--- src/rtl/bridge_pkg.sv ---
// Shared frame geometry, command codes and FSM states for the UART bridge.
// Frame timeout in the assembler is enabled by defining FRAME_TIMEOUT_EN.
package bridge_pkg;

  localparam int FRAME_W     = 56;
  localparam int FRAME_BYTES = 7;

  localparam logic [4:0] SYNC_DEFAULT = 5'b10110;

  typedef enum logic [2:0] {
    WREQ = 3'd2,
    RREQ = 3'd3,
    RRES = 3'd4
  } cmd_e;

  typedef enum logic [1:0] {
    S_IDLE,
    S_COLLECT,
    S_PUSH
  } asm_state_e;

  function automatic logic sync_ok(
    input logic [7:0] b,
    input logic [4:0] s
  );
    return b[7:3] == s;
  endfunction

endpackage

--- src/rtl/uart_frame_assembler_if.sv ---
// Byte-in / frame-out bundle between UART receiver, assembler
// and command decoder.
interface uart_frame_assembler_if;
  import bridge_pkg::*;

  logic [7:0]         rx_data;
  logic               rx_valid;
  logic               rx_err;
  logic               rd_en;
  logic [FRAME_W-1:0] frame_data;
  logic               empty;
  logic               full;
  logic               frame_err;
  logic               overflow;

  modport master (
    output rx_data, rx_valid, rx_err, rd_en,
    input  frame_data, empty, full, frame_err, overflow
  );

  modport slave (
    input  rx_data, rx_valid, rx_err, rd_en,
    output frame_data, empty, full, frame_err, overflow
  );

endinterface

--- src/rtl/frame_fifo.sv ---
// DEPTH x FRAME_W frame buffer with a registered read port that
// holds the last popped frame until the next pop.
module frame_fifo
  import bridge_pkg::*;
#(
  parameter int DEPTH = 4
) (
  input  logic               clk,
  input  logic               rst,
  input  logic               push,
  input  logic               pop,
  input  logic [FRAME_W-1:0] din,
  output logic [FRAME_W-1:0] dout,
  output logic               empty,
  output logic               full
);

  localparam int AW = $clog2(DEPTH);

  logic [AW-1:0]      wptr_q, wptr_d;
  logic [AW-1:0]      rptr_q, rptr_d;
  logic [AW:0]        cnt_q, cnt_d;
  logic [FRAME_W-1:0] mem_q [DEPTH];
  logic [FRAME_W-1:0] mem_d [DEPTH];
  logic [FRAME_W-1:0] dout_q, dout_d;
  logic               do_pop, do_push;

  assign empty = (cnt_q == '0);
  assign full  = (cnt_q == (AW+1)'(DEPTH));
  assign dout  = dout_q;

  // A pop frees the slot, so a push while full is legal alongside it.
  always_comb begin
    do_pop  = pop && !empty;
    do_push = push && (!full || do_pop);
    wptr_d  = wptr_q;
    rptr_d  = rptr_q;
    cnt_d   = cnt_q;
    dout_d  = dout_q;
    mem_d   = mem_q;
    if (do_push) begin
      mem_d[wptr_q] = din;
      wptr_d        = wptr_q + AW'(1);
    end
    if (do_pop) begin
      dout_d = mem_q[rptr_q];
      rptr_d = rptr_q + AW'(1);
    end
    if (do_push && !do_pop) cnt_d = cnt_q + 1'b1;
    if (do_pop && !do_push) cnt_d = cnt_q - 1'b1;
  end

  always_ff @(posedge clk or negedge rst) begin
    if (!rst) begin
      wptr_q <= '0;
      rptr_q <= '0;
      cnt_q  <= '0;
      dout_q <= '0;
      for (int i = 0; i < DEPTH; i++) mem_q[i] <= '0;
    end else begin
      wptr_q <= wptr_d;
      rptr_q <= rptr_d;
      cnt_q  <= cnt_d;
      dout_q <= dout_d;
      mem_q  <= mem_d;
    end
  end

endmodule

--- src/rtl/uart_frame_assembler.sv ---
// Assembles seven UART bytes (MSB first) into a 56-bit frame and queues it.
// Define FRAME_TIMEOUT_EN to abort frames idle for TIMEOUT_CYCLES.
module uart_frame_assembler
  import bridge_pkg::*;
#(
  parameter int         DEPTH          = 4,
  parameter logic [4:0] SYNC           = SYNC_DEFAULT,
  parameter int         TIMEOUT_CYCLES = 1024
) (
  input logic             clk,
  input logic             rst,
  uart_frame_assembler_if.slave bus
);

  asm_state_e         state_q, state_d;
  logic [2:0]         cnt_q, cnt_d;
  logic [FRAME_W-1:0] frame_q, frame_d;
  logic               ferr_q, ferr_d;
  logic               ovf_q, ovf_d;
  logic               push;

`ifdef FRAME_TIMEOUT_EN
  localparam int TW = $clog2(TIMEOUT_CYCLES);
  logic [TW-1:0] tmo_q, tmo_d;
`endif

  always_comb begin
    state_d = state_q;
    cnt_d   = cnt_q;
    frame_d = frame_q;
    ferr_d  = 1'b0;
    ovf_d   = 1'b0;
    push    = 1'b0;
`ifdef FRAME_TIMEOUT_EN
    tmo_d   = '0;
`endif
    unique case (state_q)
      // PUSH also acts as IDLE for a byte arriving right behind the frame.
      S_IDLE, S_PUSH: begin
        if (state_q == S_PUSH) begin
          push  = !bus.full || bus.rd_en;
          ovf_d = !push;
        end
        state_d = S_IDLE;
        cnt_d   = '0;
        if (bus.rx_valid) begin
          if (sync_ok(bus.rx_data, SYNC)) begin
            frame_d = {{(FRAME_W-8){1'b0}}, bus.rx_data};
            cnt_d   = 3'd1;
            state_d = S_COLLECT;
          end else begin
            ferr_d = 1'b1;
          end
        end
      end
      S_COLLECT: begin
        if (bus.rx_err) begin
          ferr_d  = 1'b1;
          cnt_d   = '0;
          state_d = S_IDLE;
        end else if (bus.rx_valid) begin
          frame_d = {frame_q[FRAME_W-9:0], bus.rx_data};
          cnt_d   = cnt_q + 3'd1;
          if (cnt_q == 3'(FRAME_BYTES - 1)) state_d = S_PUSH;
        end
`ifdef FRAME_TIMEOUT_EN
        else if (tmo_q == TW'(TIMEOUT_CYCLES - 1)) begin
          ferr_d  = 1'b1;
          cnt_d   = '0;
          state_d = S_IDLE;
        end else begin
          tmo_d = tmo_q + TW'(1);
        end
`endif
      end
      default: state_d = S_IDLE;
    endcase
  end

  always_ff @(posedge clk or negedge rst) begin
    if (!rst) begin
      state_q <= S_IDLE;
      cnt_q   <= '0;
      frame_q <= '0;
      ferr_q  <= 1'b0;
      ovf_q   <= 1'b0;
`ifdef FRAME_TIMEOUT_EN
      tmo_q   <= '0;
`endif
    end else begin
      state_q <= state_d;
      cnt_q   <= cnt_d;
      frame_q <= frame_d;
      ferr_q  <= ferr_d;
      ovf_q   <= ovf_d;
`ifdef FRAME_TIMEOUT_EN
      tmo_q   <= tmo_d;
`endif
    end
  end

  assign bus.frame_err = ferr_q;
  assign bus.overflow  = ovf_q;

  frame_fifo #(.DEPTH(DEPTH)) u_fifo (
    .clk  (clk),
    .rst  (rst),
    .push (push),
    .pop  (bus.rd_en),
    .din  (frame_q),
    .dout (bus.frame_data),
    .empty(bus.empty),
    .full (bus.full)
  );

endmodule

--- src/flat_wrapper.sv ---
// flat-port wrapper written by rule: the top's interface ports become plain ports
module uart_frame_assembler_flat import bridge_pkg::*;
#(
  parameter int         DEPTH          = 4,
  parameter logic [4:0] SYNC           = SYNC_DEFAULT,
  parameter int         TIMEOUT_CYCLES = 1024
)
  (clk, rst, bus_rx_data, bus_rx_valid, bus_rx_err, bus_rd_en, bus_frame_data, bus_empty, bus_full, bus_frame_err, bus_overflow);
  uart_frame_assembler_if bus_i ();
  input logic clk;
  input logic rst;
  input wire logic [$bits(bus_i.rx_data)-1:0] bus_rx_data;
  input wire logic [$bits(bus_i.rx_valid)-1:0] bus_rx_valid;
  input wire logic [$bits(bus_i.rx_err)-1:0] bus_rx_err;
  input wire logic [$bits(bus_i.rd_en)-1:0] bus_rd_en;
  output wire logic [$bits(bus_i.frame_data)-1:0] bus_frame_data;
  output wire logic [$bits(bus_i.empty)-1:0] bus_empty;
  output wire logic [$bits(bus_i.full)-1:0] bus_full;
  output wire logic [$bits(bus_i.frame_err)-1:0] bus_frame_err;
  output wire logic [$bits(bus_i.overflow)-1:0] bus_overflow;
  assign bus_i.rx_data = bus_rx_data;
  assign bus_i.rx_valid = bus_rx_valid;
  assign bus_i.rx_err = bus_rx_err;
  assign bus_i.rd_en = bus_rd_en;
  assign bus_frame_data = bus_i.frame_data;
  assign bus_empty = bus_i.empty;
  assign bus_full = bus_i.full;
  assign bus_frame_err = bus_i.frame_err;
  assign bus_overflow = bus_i.overflow;
  uart_frame_assembler #(.DEPTH(DEPTH), .SYNC(SYNC), .TIMEOUT_CYCLES(TIMEOUT_CYCLES)) u_core (.clk(clk), .rst(rst), .bus(bus_i));
endmodule
--- config.mk ---
export PLATFORM = sky130hd
export DESIGN_NAME = uart_frame_assembler_flat
export DESIGN_NICKNAME = d
export VERILOG_FILES = /design/src/rtl/bridge_pkg.sv /design/src/rtl/uart_frame_assembler_if.sv /design/src/rtl/frame_fifo.sv /design/src/rtl/uart_frame_assembler.sv /design/src/flat_wrapper.sv
export SDC_FILE = /design/constraint.sdc
export NUM_CORES = 1
export LEC_CHECK = 0
export CAP_MARGIN = 10
export CORE_AREA = 2 2 163 165
export CTS_CLUSTER_SIZE = 14
export DETAILED_ROUTE_END_ITERATION = 6
export DIE_AREA = 0 0 165 167
export PLACE_DENSITY = 0.8
export SLEW_MARGIN = 15
export SYNTH_ARGS = -nofsm -noshare
export SYNTH_HDL_FRONTEND = slang
export SYNTH_SLANG_ARGS = --single-unit
--- constraint.sdc ---
create_clock -name clk -period 7.3 [get_ports clk]
set_clock_uncertainty 0.2 [all_clocks]
set_input_delay 1.825 -clock clk [delete_from_list [all_inputs] [get_ports clk]]
set_output_delay 1.825 -clock clk [all_outputs]
set_load 0.005 [all_outputs]
==> results.md, run 1 <==
- The layout has 1,704 filler cells.
- Buffers placed on the I/O ports in this run total 72.
- The number of antenna violations at the first check in global routing was 0.
- Counting along the longest clock path gives a buffer depth of 3.
- The final worst-path cycle share is approximately three fifths.
- The normalized max-slew margin is about 25%.
- The dominant combinational cell family by area after synthesis is multiplexers.
- 0 antenna diodes ended up in the layout.
- The routed length per instance is roughly 22 um.
- Cells with a size suffix above 1 make up 34.7% of the layout.
- The number of warnings printed during yosys synthesis is 0.
- The startpoint identified for the worst register-to-register timing path is u_core.state_q[0].
- Across the run, the number of max-cap violations was 0.
- During I/O placement, the number of pins put on the boundary was 73.
- The total routing usage reported by global routing is 23.3%.
- The tree is rooted in a sky130_fd_sc_hd__clkbuf_16.
- The first-pass detailed-route iteration total is 4.
- The critical path in this run is classified as in -> reg.
- The kind of start point of the critical path is a primary input.
- The share of synthesized cell area in full adder, half adder and majority cells is less than 1%.
- The number of storage elements in the synthesis netlist is between 300 and 400.
- Entering global routing, the biggest net connects ~170 pins.
- The synthesized netlist devotes less than 1% of its cell area to XOR and XNOR gates.
- The sink count of the clock tree is between 300 and 400.
- The maximum clock frequency is roughly 0.22 GHz.
- The DRC violation total after the first TritonRoute iteration is ~670.
- Setup repair after global routing left no endpoint under its margin.
- For this block, the via count after detailed routing is 8,236.
- The placed instances occupy a cell area of 16,100 um2.
- The flip-flop cell with the highest count after synthesis is sky130_fd_sc_hd__dfrtp_1.
- The final layout contains routed wiring with a total length of 30.3 mm.
- Post-CTS timing repair inserted 0 buffers for setup.
- TritonCTS built the clock tree.
- The largest single stage delay on the critical path is ~0.8 ns.
- The post-route DRC violation count is 0.
- The initial core utilization is about three fifths.
- In this run the worst path has a maximum fanout of 50.
- The number of gates given a new drive strength after cts is 0.
- The maximum resistive drop on vdd is between 0.15 and 0.2 mV.
- The max-slew violation count was 0.
- The overall power consumption is 4.42 mW.
- Counting every instance in the synthesized netlist gives approximately 1,000.
- The count of hold-fix buffers inserted at cts is 0.
- The routed wire length on met2 is between 10 and 15 mm.
- The count of final hold-check violations came to 0.
- Dividing total power by cell area gives a power density of roughly 250 nW/um2.
- TritonCTS created 36 clock buffers.
- Once layout is done, the placed cells without fillers occupy about 17,000 um2.
- The post-synthesis cell area is ~15,000 um2.
- The area growth from synthesis to final layout is 13.9%.
- In this run the most critical hold path is launched from u_core.u_fifo.dout[42].
- At the end of the flow, the number of nets in the layout was 1,062.
- The core outline area is 25,800 um2.
- At the worst endpoint, the required time is about 7.5 ns.
- Tracing the worst setup path back leads to its startpoint at bus_rx_err.
- The library cell contributing the largest single delay on the critical path is sky130_fd_sc_hd__a41oi_4.
- The insertion delay to the later sink of the worst-skew pair is just over 0.5 ns.
- The floorplan step set the die height to around 170 um.
- The number of H-tree levels is 2.
- The flow ran to the end, and the final reports show no timing, DRC or antenna violations.
- In the synthesized netlist the async set-or-reset flop fraction comes to 100%.
- The arrival time reported for the critical path endpoint is ~4.7 ns.
- The aggregate global routing overflow is 0.
- The detail-routed via count per cell is 5.89.
- The detailed router put a total of roughly 14 mm of wire on met1.
- The count of flip-flops with a built-in enable after synthesis is 0.
- The first global-routing pass estimated 50.4 mm of wire.
- Clock-pin slew was measured on the worst setup and hold paths at roughly 0.06 ns.
- The floorplan has 59 rows.
- The via count of the first global-routing pass is 8,969.
- Averaged over all synthesized cells, the footprint is 15.5 um2.
- The worst setup path is captured at a flip-flop.
- Setup violations remaining at the end of the flow were counted as 0.
- Of the synthesized area, sequential elements account for 57.5%.
- The basic-gate share of the synthesized area counting and, or, nand and nor cells is 5.54%.
- The portion of netlist area occupied by mux cells is around 29%.
- The total negative slack for setup checks is 0 ns.
- For this design the static power due to leakage is 8.32 nW.
- Summed over all nets, the half-perimeter wirelength after detailed placement is roughly 17 mm.
- The signal on the critical path passes through clkdlybuf4s50_1 > and4bb_2 > buf_4 > a41oi_4 > buf_4 > mux2_2.
- The synthesized netlist devotes between 3 and 4% of its cell area to compound gates.
- Wire segments on met3 add up to about 1.4 mm in the final route.
- The horizontal die dimension is 165 um.
- The number of different library cells in the post-synthesis netlist is 38.
- The kind of path behind the tightest hold check is reg -> reg.
- The highest metal layer carrying signal wires in the routed design is met4.
- The die area is approximately 28,000 um2.
- The slew at the pin closest to its max-slew limit is about 1.1 ns.
- The worst path needs between 4 and 5 ns of the cycle, external delays included.
- The cell that appears most often on the critical path is sky130_fd_sc_hd__buf_4.
- The number of nets handed over by synthesis was between 1,000 and 1,500.
- In this run the remaining antenna-violating nets after routing total 0.
- The congestion estimate from routability-driven global placement came to around 0.74.
## worst max-delay path, delay by kind of cell
family                 cells  cell delay, ns
multiplexers               1            0.39
AND/OR/NAND/NOR            1            0.26
AO/OA/AOI/OAI              1            0.78
buffers and inverters      3            1.36
## through the flow
stage / std cells / hold WS (ns) / util, % / setup WS (ns)
2_1_floorplan: 980 / 0.270 / - / 3.58
3_3_place_gp: 1338 / 0.258 / 62.6 / 2.43
3_5_place_dp: 1338 / 0.261 / 62.6 / 2.37
4_1_cts: 1399 / 0.277 / 67.3 / 2.87
5_1_grt: 1399 / 0.303 / 67.3 / 2.73
6_report: 1399 / 0.271 / 67.3 / 2.84
## cells in the final DEF, fill, tap and decap left out, types with 2 or more instances in the layout
| cell | n |
|---|---|
| sky130_fd_sc_hd__mux2_4 | 160 |
| sky130_fd_sc_hd__clkbuf_1 | 8 |
| sky130_fd_sc_hd__nand2_1 | 173 |
| sky130_fd_sc_hd__clkbuf_16 | 37 |
| sky130_fd_sc_hd__buf_4 | 13 |
| sky130_fd_sc_hd__inv_1 | 9 |
| sky130_fd_sc_hd__and3_1 | 4 |
| sky130_fd_sc_hd__clkinv_2 | 3 |
| sky130_fd_sc_hd__nor4b_4 | 5 |
| sky130_fd_sc_hd__dfrtp_4 | 2 |
| sky130_fd_sc_hd__bufinv_16 | 4 |
| sky130_fd_sc_hd__o21bai_1 | 2 |
| sky130_fd_sc_hd__o21ai_0 | 2 |
| sky130_fd_sc_hd__a21oi_1 | 2 |
| sky130_fd_sc_hd__nor2b_1 | 2 |
| sky130_fd_sc_hd__clkbuf_8 | 8 |
| sky130_fd_sc_hd__xor2_1 | 2 |
| sky130_fd_sc_hd__nor3b_1 | 2 |
| sky130_fd_sc_hd__clkdlybuf4s50_1 | 71 |
| sky130_fd_sc_hd__xnor2_1 | 4 |
| sky130_fd_sc_hd__mux2_2 | 73 |
| sky130_fd_sc_hd__a22o_1 | 48 |
| sky130_fd_sc_hd__nor3_1 | 2 |
| sky130_fd_sc_hd__dfrtp_1 | 348 |
| sky130_fd_sc_hd__mux4_2 | 56 |
| sky130_fd_sc_hd__ha_1 | 7 |
## worst paths after layout
| check | endpoint | slack (ns) | cells after the start |
|---|---|---|---|
| worst max-delay path | u_core.frame_q[5] | 2.84 | 6 |
| min in group asynchronous | u_core.u_fifo.dout[52] | 1.16 | 1 |
| worst min register to register | u_core.u_fifo.dout[42] | 0.27 | 2 |
| max in group asynchronous | u_core.cnt_q[2] | 4.28 | 2 |
| worst min-delay path | u_core.u_fifo.dout[42] | 0.27 | 2 |
| worst max register to register | u_core.frame_q[5] | 4.14 | 5 |
## cells in the mapped netlist (all sizes together), types with 4 or more instances
library cell	count	area [um2]
mux2	233	3220
ha	7	87.6
xnor2	4	35.0
nand2	173	649
inv	10	37.5
clkbuf	17	63.8
mux4	56	1260
a22o	48	420
and3	4	25.0
nor4b	5	83.8
buf	46	372
dfrtp	350	8760
## routing by layer
metal	vias up	global-route usage [%]
met2	204	36.5
li1	3603	-
met1	4387	35.0
met4	0	6.24
met3	42	2.99
met5	-	0
## report_power, final
group	total [mW]	leakage [nW]	switching (mW)	internal, mW
clock network	1.88	0.591	0.730	1.15
registers	2.14	4.86	0.165	1.98
logic	0.399	2.87	0.211	0.188
total	4.42	8.32	1.11	3.31
## logic make-up after synthesis
family	Yosys count
compound gates	60
xor+xnor	6
fa+ha+maj	8
buf+inv	73
flops	350
mux	289
simple gates	194
## registers in the layout (all words and copies together), names as in the netlist
register / count
u_core.state_q: 2
u_core.u_fifo.cnt_q: 3
u_core.frame_q: 56
u_core.bus.frame_err: 1
u_core.u_fifo.dout: 56
u_core.u_fifo.mem_q: 224
u_core.bus.overflow: 1
u_core.cnt_q: 3
u_core.u_fifo.rptr_q: 2
u_core.u_fifo.wptr_q: 2
## final cells by class
cell class	count	area [um2]	share of cell area (%)
clock buffer	53	1070	6.15
clock inverter	8	143	0.823
inverter	10	37.5	0.216
multi-input combinational	557	6060	35.0
sequential	350	8770	50.6
tap	335	419	2.42
timing repair buffer	86	843	4.86
Note: power is estimated with default switching activity, not from simulation.
==> run 2, diff against run 1 <==
- CORE_AREA: 2 2 163 165 -> 2 2 171 173
- DIE_AREA: 0 0 165 167 -> 0 0 173 175
- PLACE_DENSITY: 0.8 -> 0.77
- clock period: 7.3 -> 3.8 ns (I/O delays scaled with it)
==> run 2 against run 1 <==
Total power rose by 95%. Non-clock buffer count is 3 higher. Critical endpoint is now bus_full. Sequential power grew 93%. Largest power group unchanged. Largest cell class unchanged. Highest routed layer unchanged. Sequential share of layout area down 0.74 points.
==> results.md, run 2 (synthesis results as in run 1) <==
- The flow ran to the end, and the final reports show no timing, DRC or antenna violations.
- On the worst path, the slowest cell contributes a delay of about 0.50 ns.
- After routing, the total negative slack on setup checks comes to 0 ns.
- The fraction of final layout cells sized beyond drive strength 1 is a little over a third.
- The clock period minus final worst setup slack is just under 3 ns.
- The setup violation total in the final timing report is 0.
- The number of maximum-capacitance constraint violations is 0.
- The internal reg-to-reg setup slack is around 1.3 ns.
- The final worst-path cycle share is between 70% and 80%.
- The die covers 30,300 um2.
- The root cell of the clock tree is sky130_fd_sc_hd__clkbuf_16.
- The first global-routing pass estimated between 50 and 60 mm of wire.
- In the routed design, unresolved DRC markers number 0.
- Data on the critical path is required at its endpoint by ~2.7 ns.
- The height of the chip is roughly 180 um.
- The number of antenna violations at the first check in global routing came to 0.
- The area growth from synthesis to final layout is 15.6%.
- The routed via count is approximately 8,200.
- The number of buffers created by CTS is 36.
- The kind of end point of the critical path is a primary output.
- The launching element of the worst setup path is u_core.u_fifo.cnt_q[0].
- The share of total power dissipated in sequential elements is a little under half.
- After clock tree synthesis, the clock-pin slew on the worst setup and hold paths is roughly 0.060 ns.
- In this run the power spent charging and discharging nets is 2.12 mW.
- After detailed routing, the average wire length per cell comes to 20.9 um.
- The count of buffers added on input and output ports is between 70 and 80.
- Of the total power, combinational logic draws under 10%.
- The library cell contributing the largest single delay on the critical path is sky130_fd_sc_hd__clkdlybuf4s50_1.
- The maximum resistive drop on vdd is 0.353 mV.
- The site row count is between 60 and 70.
- The register with the most flip-flops in the layout has roughly 220 of them.
- The min-delay analysis places its worst path in the category in -> async.
- Ranked by flip-flop count, first place goes to u_core.u_fifo.mem_q.
- The total routing usage reported by global routing is between 20% and 30%.
- The maximum fanout along the worst path is 5.
- The post-route antenna net violation count is 0.
- Buffers added to address setup during post-CTS repair amount to 0.
- The arrival time reported for the critical path endpoint is 1.77 ns.
- The clock network accounts for 43.1% of the total power.
- The critical register-to-register path startpoint is u_core.state_q[1].
- Headroom to the max-slew limit came out at 36.3%.
- The cell-internal power is around 6.5 mW.
- The initial core utilization is 53.6%.
- In this run, post-CTS repair resized a total of 0 instances.
- The final layout contains about 1,100 nets.
- The maximum clock frequency is approximately 0.34 GHz.
- The max-slew violation count is 0.
- Using the TritonRoute via totals, the vias-per-cell ratio works out to around 5.6.
- The maximum buffer depth of the clock tree is 3.
- The final layout contains routed wiring with a total length of about 30 mm.
- The last weighted congestion value of the routability-driven placer is ~0.73.
- The horizontal die dimension is between 150 and 200 um.
- The critical path goes through inv_1 > and3_1 > clkdlybuf4s50_1.
- At the pin with the least slew margin, the transition time is ~0.96 ns.
- The count of final hold-check violations came to 0.
- The pre-antenna-repair detailed-routing pass consisted of 4 iterations.
- Leaving out fill and tap cells, the most frequent cell in the layout is sky130_fd_sc_hd__dfrtp_1.
- 73 I/O pins were placed.
- The core outline area is approximately 28,000 um2.
- The filler-free cell count of the finished design is between 1,000 and 1,500.
- The insertion delay to the later sink of the worst-skew pair is 0.52 ns.
- The worst path meets setup with approximately 0.9 ns of slack.
- The kind of start point of the critical path is a flip-flop.
- Setup repair after global routing left no endpoint under its margin.
- Hold is met by between 0.2 and 0.25 ns.
- Dividing total power by cell area gives a power density of 490 nW/um2.
- Hold repair after CTS inserted 0 buffers.
- Summing internal, switching and leakage power gives between 8 and 9 mW.
- The net switching fraction of the power is around a quarter.
- The leakage power of the design is 8.40 nW.
- The type of the worst setup path is reg -> out.
- The number of placed instances, taps included is approximately 1,400.
- The library cells used most frequently in the layout, excluding fill and tap cells, are sky130_fd_sc_hd__dfrtp_1 (348), sky130_fd_sc_hd__nand2_1 (173), sky130_fd_sc_hd__mux2_4 (160).
- The DRC violation total after the first TritonRoute iteration is ~630.
- The clock tree synthesis step divided the H-tree into 2 levels.
- OpenSTA, run right after detailed placement, puts the worst setup slack at between 0.4 and 0.5 ns.
- The number of antenna diodes in the final layout is 0.
- The estimated wirelength of the detail-placed design is 16.8 mm.
- The maximum number of pins on one net before global-route repair is 87.
- The via count of the first global-routing pass is 8,907.
- TritonCTS built the clock tree.
- The sink count of the clock tree is 350.
- Global routing finished with a remaining overflow of 0.
## run 2: cell count changes in the layout (fill, tap and decap cells not counted), sizes merged
cell	previous run	this run
buf	15	18
bufinv	4	5
## run 2: cell type report
| cell class | instances | area (um2) |
|---|---|---|
| clock buffers | 53 | 1090 |
| clock inverters | 9 | 173 |
| fillers | 2128 | 10800 |
| inverters | 10 | 37.5 |
| multi-input cells | 557 | 6060 |
| flip-flops and latches | 350 | 8770 |
| well taps | 384 | 480 |
| repair buffers | 89 | 991 |
## run 2: routing by layer
metal  up-vias  share of wire, %  track usage, %
met5         -                 0               0
met3        43               4.0            3.29
met1      4377                46            30.0
met4         0               1.8            5.23
met2       169                48            33.9
li1       3612                 -               -
## run 2: per-stage QoR
step	util [%]	instance area (um2)
global route	62.0	17600
floorplan	-	15200
global placement	57.5	16300
detailed placement	57.5	16300
CTS	62.0	17600
finish	62.0	17600
## run 2: critical path, delay by kind of cell (launching register included)
| family | cells | cell delay (ns) |
|---|---|---|
| simple gates | 1 | 0.16 |
| flops | 1 | 0.48 |
| buf+inv | 2 | 0.63 |
## run 2: power by group through the flow
| stage | Combinational (mW) | Clock [mW] | Sequential (mW) |
|---|---|---|---|
| 3_5_place_dp | 0.782 | 0 | 4.21 |
| 4_1_cts | 0.780 | 3.79 | 4.14 |
| 2_1_floorplan | 0.706 | 0 | 3.93 |
| 6_report | 0.761 | 3.72 | 4.14 |
| 5_1_grt | 0.833 | 3.95 | 4.17 |
| 3_3_place_gp | 0.769 | 0 | 4.21 |
## run 2: worst paths after layout
kind                                           to  cells past startpoint
min                        u_core.u_fifo.dout[52]                      1
max                                      bus_full                      3
max in group asynchronous      u_core.frame_q[15]                      2
min in group clk            u_core.u_fifo.dout[2]                      2
min reg2reg                 u_core.u_fifo.dout[2]                      2
max reg2reg                u_core.u_fifo.cnt_q[2]                      9
